[config.mk]
export PLATFORM = sky130hd
export DESIGN_NAME = rs232_transmitter
export DESIGN_NICKNAME = d
export VERILOG_FILES = /design/src/rtl/rs232_pkg.sv /design/src/rtl/rs232_baud_tick.sv /design/src/rtl/rs232_transmitter.sv
export SDC_FILE = /design/constraint.sdc
export NUM_CORES = 1
export LEC_CHECK = 0
export ABC_AREA = 1
export BUFFER_PORTS_ARGS = -buffer_cell sky130_fd_sc_hd__buf_2
export CORE_MARGIN = 5
export CORE_UTILIZATION = 40
export CTS_BUF_LIST = sky130_fd_sc_hd__clkbuf_2
export DETAILED_ROUTE_END_ITERATION = 10
export PLACE_DENSITY_LB_ADDON = 0.08
export REMOVE_ABC_BUFFERS = 1
export SYNTH_ARGS = -nofsm -noshare
export SYNTH_HDL_FRONTEND = slang
export SYNTH_SLANG_ARGS = --single-unit
[constraint.sdc]
create_clock -name clk -period 3.3 [get_ports clk]
set_clock_uncertainty 0.2 [all_clocks]
set_input_delay 0 -clock clk [delete_from_list [all_inputs] [get_ports clk]]
set_output_delay 0 -clock clk [all_outputs]
set_load 0.01 [all_outputs]
[src/rtl/rs232_pkg.sv]
// Shared definitions for the QuickRS232 serial blocks (transmitter today,
// receiver later): FSM state encoding, default bit timing and a parity helper.
package rs232_pkg;

  // Frame sequencing states; the numeric codes are fixed so both directions
  // of the link report states identically.
  typedef enum logic [2:0] {
    IDLE   = 3'd0,
    POP    = 3'd1,
    FETCH  = 3'd2,
    START  = 3'd3,
    DATA   = 3'd4,
    PARITY = 3'd5,
    STOP   = 3'd6
  } rs232_state_e;

  // 50 MHz system clock divided down to 115200 baud.
  localparam int DEFAULT_BAUD_DIVISOR = 434;

  // Widest data word the parity helper accepts; narrower words are
  // zero-extended, which leaves the XOR unchanged.
  localparam int PARITY_MAX_WIDTH = 16;

  // Even parity bit: XOR of all data bits.
  function automatic logic even_parity(input logic [PARITY_MAX_WIDTH-1:0] data);
    return ^data;
  endfunction

endpackage

[src/rtl/rs232_baud_tick.sv]
// Baud-rate tick generator shared by the RS-232 transmitter and receiver.
// Counts 0..BAUD_DIVISOR-1 and emits a one-cycle tick on the last count,
// so each tick marks the final cycle of a serial bit period.
module rs232_baud_tick
  import rs232_pkg::*;
#(
  parameter int BAUD_DIVISOR = DEFAULT_BAUD_DIVISOR
) (
  input  logic clk,
  input  logic rst_n,
  input  logic clear_i,
  output logic tick_o
);

  localparam int CNT_W = $clog2(BAUD_DIVISOR);
  localparam logic [CNT_W-1:0] LAST_COUNT = CNT_W'(BAUD_DIVISOR - 1);

  logic [CNT_W-1:0] count_q, count_d;

  // Next count: hold at zero while cleared, otherwise wrap at each bit boundary.
  always_comb begin
    count_d = count_q + CNT_W'(1);
    if (clear_i || (count_q == LAST_COUNT)) begin
      count_d = '0;
    end
  end

  // Counter register.
  always_ff @(posedge clk or negedge rst_n) begin
    if (!rst_n) begin
      count_q <= '0;
    end else begin
      count_q <= count_d;
    end
  end

  assign tick_o = (count_q == LAST_COUNT);

endmodule

[src/rtl/rs232_transmitter.sv]
// QuickRS232 serial transmitter. Pops bytes from the upstream fifo and sends
// each as start bit, LSB-first data, optional even parity, then stop bit(s).
// Optional feature macro: RS232_TX_PARITY_EN adds an even-parity bit after
// the data bits; without it the frame goes straight from data to stop.
module rs232_transmitter
  import rs232_pkg::*;
#(
  parameter int BAUD_DIVISOR = DEFAULT_BAUD_DIVISOR,
  parameter int DATA_WIDTH   = 8,
  parameter int STOP_BITS    = 1
) (
  input  logic                  clk,
  input  logic                  rst_n,
  input  logic                  enable,
  input  logic [DATA_WIDTH-1:0] fifo_data,
  input  logic                  fifo_empty,
  output logic                  pop_clock,
  output logic                  tx,
  output logic                  busy,
  output logic                  frame_done
);

  // One index counter walks the data bits and then the stop bits.
  localparam int IDX_W = (DATA_WIDTH > 2) ? $clog2(DATA_WIDTH) : 1;
  localparam logic [IDX_W-1:0] LAST_DATA_IDX = IDX_W'(DATA_WIDTH - 1);
  localparam logic [IDX_W-1:0] LAST_STOP_IDX = IDX_W'(STOP_BITS - 1);

  rs232_state_e          state_q, state_d;
  logic [DATA_WIDTH-1:0] shift_q, shift_d;
  logic [IDX_W-1:0]      bitIdx_q, bitIdx_d;
  logic                  tx_q, tx_d;
  logic                  pop_q, pop_d;
  logic                  baudTick;
  logic                  baudClear;
`ifdef RS232_TX_PARITY_EN
  logic                  parity_q, parity_d;
`endif

  // Hold the baud counter at zero until the start bit so every frame begins
  // with a full-length start bit.
  assign baudClear = (state_q == IDLE) || (state_q == POP) || (state_q == FETCH);

  rs232_baud_tick #(
    .BAUD_DIVISOR(BAUD_DIVISOR)
  ) u_baud_tick (
    .clk    (clk),
    .rst_n  (rst_n),
    .clear_i(baudClear),
    .tick_o (baudTick)
  );

  // Frame sequencing; tx and pop_clock are derived from the next state so
  // both come straight out of flops aligned with the state register.
  always_comb begin
    state_d  = state_q;
    shift_d  = shift_q;
    bitIdx_d = bitIdx_q;
`ifdef RS232_TX_PARITY_EN
    parity_d = parity_q;
`endif
    case (state_q)
      IDLE: begin
        if (enable && !fifo_empty) begin
          state_d = POP;
        end
      end
      POP: begin
        state_d = FETCH;
      end
      FETCH: begin
        state_d  = START;
        shift_d  = fifo_data;
        bitIdx_d = '0;
`ifdef RS232_TX_PARITY_EN
        parity_d = even_parity(PARITY_MAX_WIDTH'(fifo_data));
`endif
      end
      START: begin
        if (baudTick) begin
          state_d = DATA;
        end
      end
      DATA: begin
        if (baudTick) begin
          shift_d = shift_q >> 1;
          if (bitIdx_q == LAST_DATA_IDX) begin
            bitIdx_d = '0;
`ifdef RS232_TX_PARITY_EN
            state_d  = PARITY;
`else
            state_d  = STOP;
`endif
          end else begin
            bitIdx_d = bitIdx_q + IDX_W'(1);
          end
        end
      end
`ifdef RS232_TX_PARITY_EN
      PARITY: begin
        if (baudTick) begin
          state_d = STOP;
        end
      end
`endif
      STOP: begin
        if (baudTick) begin
          if (bitIdx_q == LAST_STOP_IDX) begin
            bitIdx_d = '0;
            state_d  = IDLE;
          end else begin
            bitIdx_d = bitIdx_q + IDX_W'(1);
          end
        end
      end
      default: begin
        state_d = IDLE;
      end
    endcase

    pop_d = (state_d == POP);
    case (state_d)
      START:   tx_d = 1'b0;
      DATA:    tx_d = shift_d[0];
`ifdef RS232_TX_PARITY_EN
      PARITY:  tx_d = parity_d;
`endif
      default: tx_d = 1'b1;
    endcase
  end

  // State and datapath registers; reset drops any frame in flight.
  always_ff @(posedge clk or negedge rst_n) begin
    if (!rst_n) begin
      state_q  <= IDLE;
      shift_q  <= '0;
      bitIdx_q <= '0;
      tx_q     <= 1'b1;
      pop_q    <= 1'b0;
`ifdef RS232_TX_PARITY_EN
      parity_q <= 1'b0;
`endif
    end else begin
      state_q  <= state_d;
      shift_q  <= shift_d;
      bitIdx_q <= bitIdx_d;
      tx_q     <= tx_d;
      pop_q    <= pop_d;
`ifdef RS232_TX_PARITY_EN
      parity_q <= parity_d;
`endif
    end
  end

  assign tx         = tx_q;
  assign pop_clock  = pop_q;
  assign busy       = (state_q != IDLE);
  assign frame_done = (state_q == STOP) && baudTick && (bitIdx_q == LAST_STOP_IDX);

endmodule

[Yosys cells after proc, flatten, opt, wreduce, memory -nomap -nowiden]
Index checks and enable logic that the tools add are counted.
Storage, ports and cells
  flip-flop bits (word level): 25
  bits in latches: 0
  RAM bits: 0
  memory bits (read-only): 0
  output and inout bits: 4
  word-level logic and storage cells: 51
  memories: 0
Operators by class
  add/subtract/negate cells: 2
  $mul: 0
  div/mod/pow operators: 0
  order comparisons: 0
  equality and inequality tests: 12
  shift-type cells: 0
  multiplexer cells: 16
  bitwise gates (word level): 0
  reductions and logical operators: 14
Operator list (number)
  2-to-1 mux 3 bit: 10
  one-hot mux 3 bit (6 select lines): 1
  one-hot mux 8 bit (2 select lines): 1
  == test 3 bit (second input constant): 4
  adder 9 x 1 -> 9 bit (second input constant): 1
  == test 3 x 2 -> 1 bit (second input constant): 3
  == test 9 bit (second input constant): 1
  2-to-1 mux 9 bit: 1
  one-hot mux 3 bit (3 select lines): 1
  2-to-1 mux 8 bit: 1
  == test 3 x 1 -> 1 bit (second input constant): 2
  logical NOT 3 bit: 2
  nonzero test 3 bit: 2
  != test 2 bit (second input constant): 2
  adder 3 x 1 -> 3 bit (second input constant): 1
  logical AND 1 bit: 3
  logical OR 1 bit: 3
  AND reduction 3 bit: 1
  one-hot mux 1 bit (2 select lines): 1
  AND reduction 2 bit: 1
  nonzero test 2 bit: 1
  logical NOT 1 bit: 1

[Logic depth before layout (Yosys ltp)]
  depth after elaboration: 6
  mapped depth: 10

[Modules after synthesis]
From an unflattened synthesis, not the netlist that was laid out.
Second synthesis, totals
  cells, all modules: 181
  area, all modules: 1370.1 um^2
By module, submodules not included
  rs232_transmitter: instances 1, cells each 113, area an instance 867.1 um^2
  rs232_baud_tick: instances 1, cells each 68, area an instance 503.0 um^2

[Worst setup path after synthesis]
Ideal clock, no wire load.
  path type: reg-to-reg
  start: register u_baud_tick.count_q[1]
  end: register state_q[1]
  library setup time: 114 ps
  data arrival time: 1249 ps
  data required time: 2986 ps
  path slack: 1737 ps
  stages on the path, launching flop included: 10
  buffers on the path: 0
  period minus slack after synthesis: 1563 ps
  cells stage by stage: dfrtp_1 inv_1 ha_1 nand2_1 nor2_2 nand2_4 a21oi_2 nand3_2 nand2_2 inv_1
On the way
  longest elaborated chain between the ends: 3
  elaborated cells between the ends (all ways): 5
RTL lines
  start, declared: line rs232_baud_tick.sv:18  | logic [CNT_W-1:0] count_q, count_d;
  start signal, assigned: line rs232_baud_tick.sv:33  | count_q <= count_d;
  == test 9 bit *: line rs232_baud_tick.sv:37  | assign tick_o = (count_q == LAST_COUNT);
  2-to-1 mux 3 bit (on tied branches): line rs232_transmitter.sv:106, rs232_transmitter.sv:79, rs232_transmitter.sv:84
  one-hot mux 3 bit (6 select lines) *: line rs232_transmitter.sv:61  | case (state_q)
  named net state_d[1]: line rs232_transmitter.sv:28  | rs232_state_e state_q, state_d;
  end signal, assigned: line rs232_transmitter.sv:143  | state_q <= state_d;
  end, declared: line rs232_transmitter.sv:28
Mark *: on every way through the listed nets, which the timed path passes. The rest lies on a longest branch.
A chain may end at the register's enable or synchronous reset.

[Worst setup path in the final report]
  start: register u_baud_tick.count_q[1]
  end: output frame_done
On the way
  longest elaborated chain between the ends: 3
RTL lines
  == test 9 bit: line rs232_baud_tick.sv:37
  logical AND 1 bit (2 in series): line rs232_transmitter.sv:157  | assign frame_done = (state_q == STOP) && baudTick && (bitIdx_q == LAST_STOP_IDX);
  end, declared: line rs232_transmitter.sv:20  | output logic frame_done
No other way between the ends.

==> flow_summary.json <==
{
  "io_port_bufs": 15,
  "synthCells": 155,
  "finalCritPeriodShare_pct": 56.4,
  "worst_setup_slack_before_clock_tree_synthesis_ns": 1.56,
  "seqCellArea_sq_um": 627,
  "synth_top_area_share_pct": 45.8,
  "start_util_pct": 42.3,
  "die_width_um": 67.3,
  "synth.largest_area_cell": "sky130_fd_sc_hd__dfrtp_1",
  "place_congestion": 0.779,
  "cp-start-kind": "flop",
  "grt_pass1_vias": 1036,
  "design_power_total_mw": 0.463,
  "design.portCount": 16,
  "yosysSeqAreaShare_pct": 47.8,
  "finalWorstPathRequiredPeriod_ns": 1.86,
  "grt_first_pass_wirelength_um": 4460,
  "antenna_diode_instance_count": 0,
  "grt_setup_unrepaired": "false",
  "report.final.hold_viol_count": 0,
  "cts_max_level": 1,
  "area_enclosed_by_the_die_boundary_sq_mm": 0.00453,
  "cts-root-to-sink-buffers": 2,
  "avgRoutedWirePerCell_um": 10.8,
  "postCtsSetupRepairBufs": 0,
  "grt_remaining_overflow": 0,
  "max_cap_viol_count": 0,
  "cellLeakagePower_nw": 0.847,
  "syn_area_per_cell_sq_um": 8.47,
  "cellPowerDensity_mw_per_mm2": 289,
  "synth_seq_cells": 25,
  "fin_area_sq_mm": 0.00160,
  "dieHeight_um": 67.3,
  "setup_total_negative_slack_ns": 0,
  "multi_input_gate_area_in_the_final_layout_sq_um": 583,
  "worstPathMaxFanout": 9,
  "antenna_violations_before_repair": 0,
  "cts_bufs_inserted": 3,
  "drc": 0,
  "nets": 205,
  "routed_wirelength_um": 2490,
  "yosysWarningCount": 0,
  "largest_net_degree_at_the_start_of_global_routing": 25,
  "type_of_the_tightest_min_delay_check": "primary input to flop",
  "tritoncts": "built",
  "endpoint_required_time_on_the_critical_path_ns": 3.10,
  "path_clk_slew_ns": 0.22,
  "clkSinkCount": 25,
  "critPathArrivalTime_ns": 1.66,
  "worst_setup_margin_ns": 1.44,
  "vdd.ir_drop.worst_uv": 173,
  "viasPerCell": 4.72,
  "drt_first_pass_iters": 4,
  "timing.slew.headroom_pct": 82.5,
  "detailedPlacementHpwl_um": 1870,
  "fp-row-count": 20,
  "routed-via-count": 1090,
  "synth_cell_type_count": 26,
  "n_fill_cell": 306,
  "timing_worst_setup_path_type": "flop to output pin",
  "synth.cell_area_sq_mm": 0.00131,
  "ant_nets": 0,
  "worstMarginPinSlew_ns": 0.260,
  "insertion_delay_ns": 0.32,
  "placedCellCount": 214,
  "post_dp_cell_area_sq_mm": 0.00144,
  "fraction_of_layout_instances_using_a_drive_strength_above_1_pct": 20.3,
  "report.final.slew_viol_count": 0,
  "groute.usage.overall_pct": 12.7,
  "synth.area.top_cells": "sky130_fd_sc_hd__dfrtp_1 (46%), sky130_fd_sc_hd__nand2_1 (7.4%), sky130_fd_sc_hd__inv_1 (6.9%)",
  "post_cts.resized_instances": 0,
  "core_area_sq_mm": 0.00310,
  "cp-end-kind": "output pin",
  "final_cells": 231,
  "area_growth_syn_to_layout_pct": 22.1,
  "drt_first_iter_violations": 63,
  "cts.hold.buffers_added": 13,
  "setup_viol": 0,
  "cts.root.buffer_cell": "sky130_fd_sc_hd__clkbuf_2",
  "result_of_the_run": "completed",
  "max_clock_freq_ghz": 0.537
}
## stage by stage
stage | utilization, % | hold WS (ns)
global route | 51.7 | 0.189
global placement | 46.5 | -0.166
floorplan | - | -0.496
detailed placement | 46.5 | -0.177
finish | 51.7 | 0.217
CTS | 51.7 | 0.185
## placed cells by master (no fill, tap or decap), types with 6 or more instances in the layout
cell type	Yosys	layout
sky130_fd_sc_hd__nand3_1	7	7
sky130_fd_sc_hd__nand2_1	26	26
sky130_fd_sc_hd__inv_1	24	24
sky130_fd_sc_hd__nor2_1	17	17
sky130_fd_sc_hd__a22oi_1	6	6
sky130_fd_sc_hd__a21oi_1	6	6
sky130_fd_sc_hd__o21ai_0	12	12
sky130_fd_sc_hd__buf_2	0	15
sky130_fd_sc_hd__dfrtp_1	24	24
sky130_fd_sc_hd__dlygate4sd3_1	0	12
## routing by layer
layer	global-route usage (%)	part of all wire (%)	routed length, um	up-vias
met5	0	0	0	-
met4	3.80	0.44	11	0
met3	2.50	2.3	58	2
met2	21.8	51	1260	8
met1	16.0	47	1160	519
li1	-	-	-	561
## state kept, by name, indices dropped and copies added, names as in the netlist
register,flops
tx,1
pop_clock,1
bitIdx_q,3
state_q,3
u_baud_tick.count_q,9
shift_q,8
## power by group
group	internal, mW	switching, mW
Combinational	0.0189	0.0133
Clock	0.0321	0.0845
Sequential	0.312	0.00246
Total	0.363	0.100
## final cells by class
type / instances / area share [%]
repair buffers: 28 / 13.4
well taps: 44 / 3.43
multi-input cells: 103 / 36.4
flip-flops and latches: 25 / 39.1
clock buffers: 4 / 1.25
inverters: 27 / 6.40
## final timing paths
check / startpoint / end / slack (ns) / depth (start not counted)
min: fifo_data[7] / shift_q[7] / 0.22 / 4
max reg2reg: u_baud_tick.count_q[1] / state_q[1] / 1.54 / 9
min in group asynchronous: rst_n / pop_clock / 0.48 / 4
min reg2reg: u_baud_tick.count_q[0] / u_baud_tick.count_q[0] / 0.31 / 1
max: u_baud_tick.count_q[1] / frame_done / 1.44 / 7
max in group asynchronous: rst_n / shift_q[1] / 2.27 / 4
## worst max-delay path, stage by stage, from the launching register on
cell	delay, ns
sky130_fd_sc_hd__dfrtp_1	0.45
sky130_fd_sc_hd__inv_1	0.06
sky130_fd_sc_hd__ha_1	0.13
sky130_fd_sc_hd__nand2_1	0.07
sky130_fd_sc_hd__nor2_2	0.17
sky130_fd_sc_hd__nand2_4	0.15
sky130_fd_sc_hd__nor3_1	0.15
sky130_fd_sc_hd__buf_2	0.15
## logic make-up after synthesis
logic type                 Yosys count  synth area share [%]
and+or+nand+nor                     69                  26.1
AOI/OAI and AO/OA                   28                  12.9
buffers and inverters               27                  7.82
DFF                                 25                  47.8
adders and majority gates            5                  4.77
xor gates and xnor gates             1                 0.667
## synth_stat cells
| library cell | n |
|---|---|
| sky130_fd_sc_hd__o21ai_0 | 12 |
| sky130_fd_sc_hd__dfstp_2 | 1 |
| sky130_fd_sc_hd__ha_1 | 5 |
| sky130_fd_sc_hd__o211ai_1 | 1 |
| sky130_fd_sc_hd__xnor2_1 | 1 |
| sky130_fd_sc_hd__nor2_8 | 1 |
| sky130_fd_sc_hd__and3_1 | 1 |
| sky130_fd_sc_hd__a21oi_2 | 2 |
| sky130_fd_sc_hd__clkinv_2 | 1 |
| sky130_fd_sc_hd__nand2_1 | 26 |
| sky130_fd_sc_hd__nor3_1 | 3 |
| sky130_fd_sc_hd__nor2_4 | 1 |
| sky130_fd_sc_hd__inv_2 | 2 |
| sky130_fd_sc_hd__a21oi_1 | 6 |
| sky130_fd_sc_hd__nand2_2 | 5 |
| sky130_fd_sc_hd__nor3b_1 | 3 |
| sky130_fd_sc_hd__o21ai_2 | 1 |
| sky130_fd_sc_hd__inv_1 | 24 |
| sky130_fd_sc_hd__nand3_1 | 7 |
| sky130_fd_sc_hd__nor2_2 | 2 |
| sky130_fd_sc_hd__nand2_4 | 1 |
| sky130_fd_sc_hd__nor2_1 | 17 |
| sky130_fd_sc_hd__dfrtp_1 | 24 |
| sky130_fd_sc_hd__a22oi_1 | 6 |
| sky130_fd_sc_hd__nand3_2 | 1 |
| sky130_fd_sc_hd__nand4_1 | 1 |
Power figures use the tool's default switching activity.
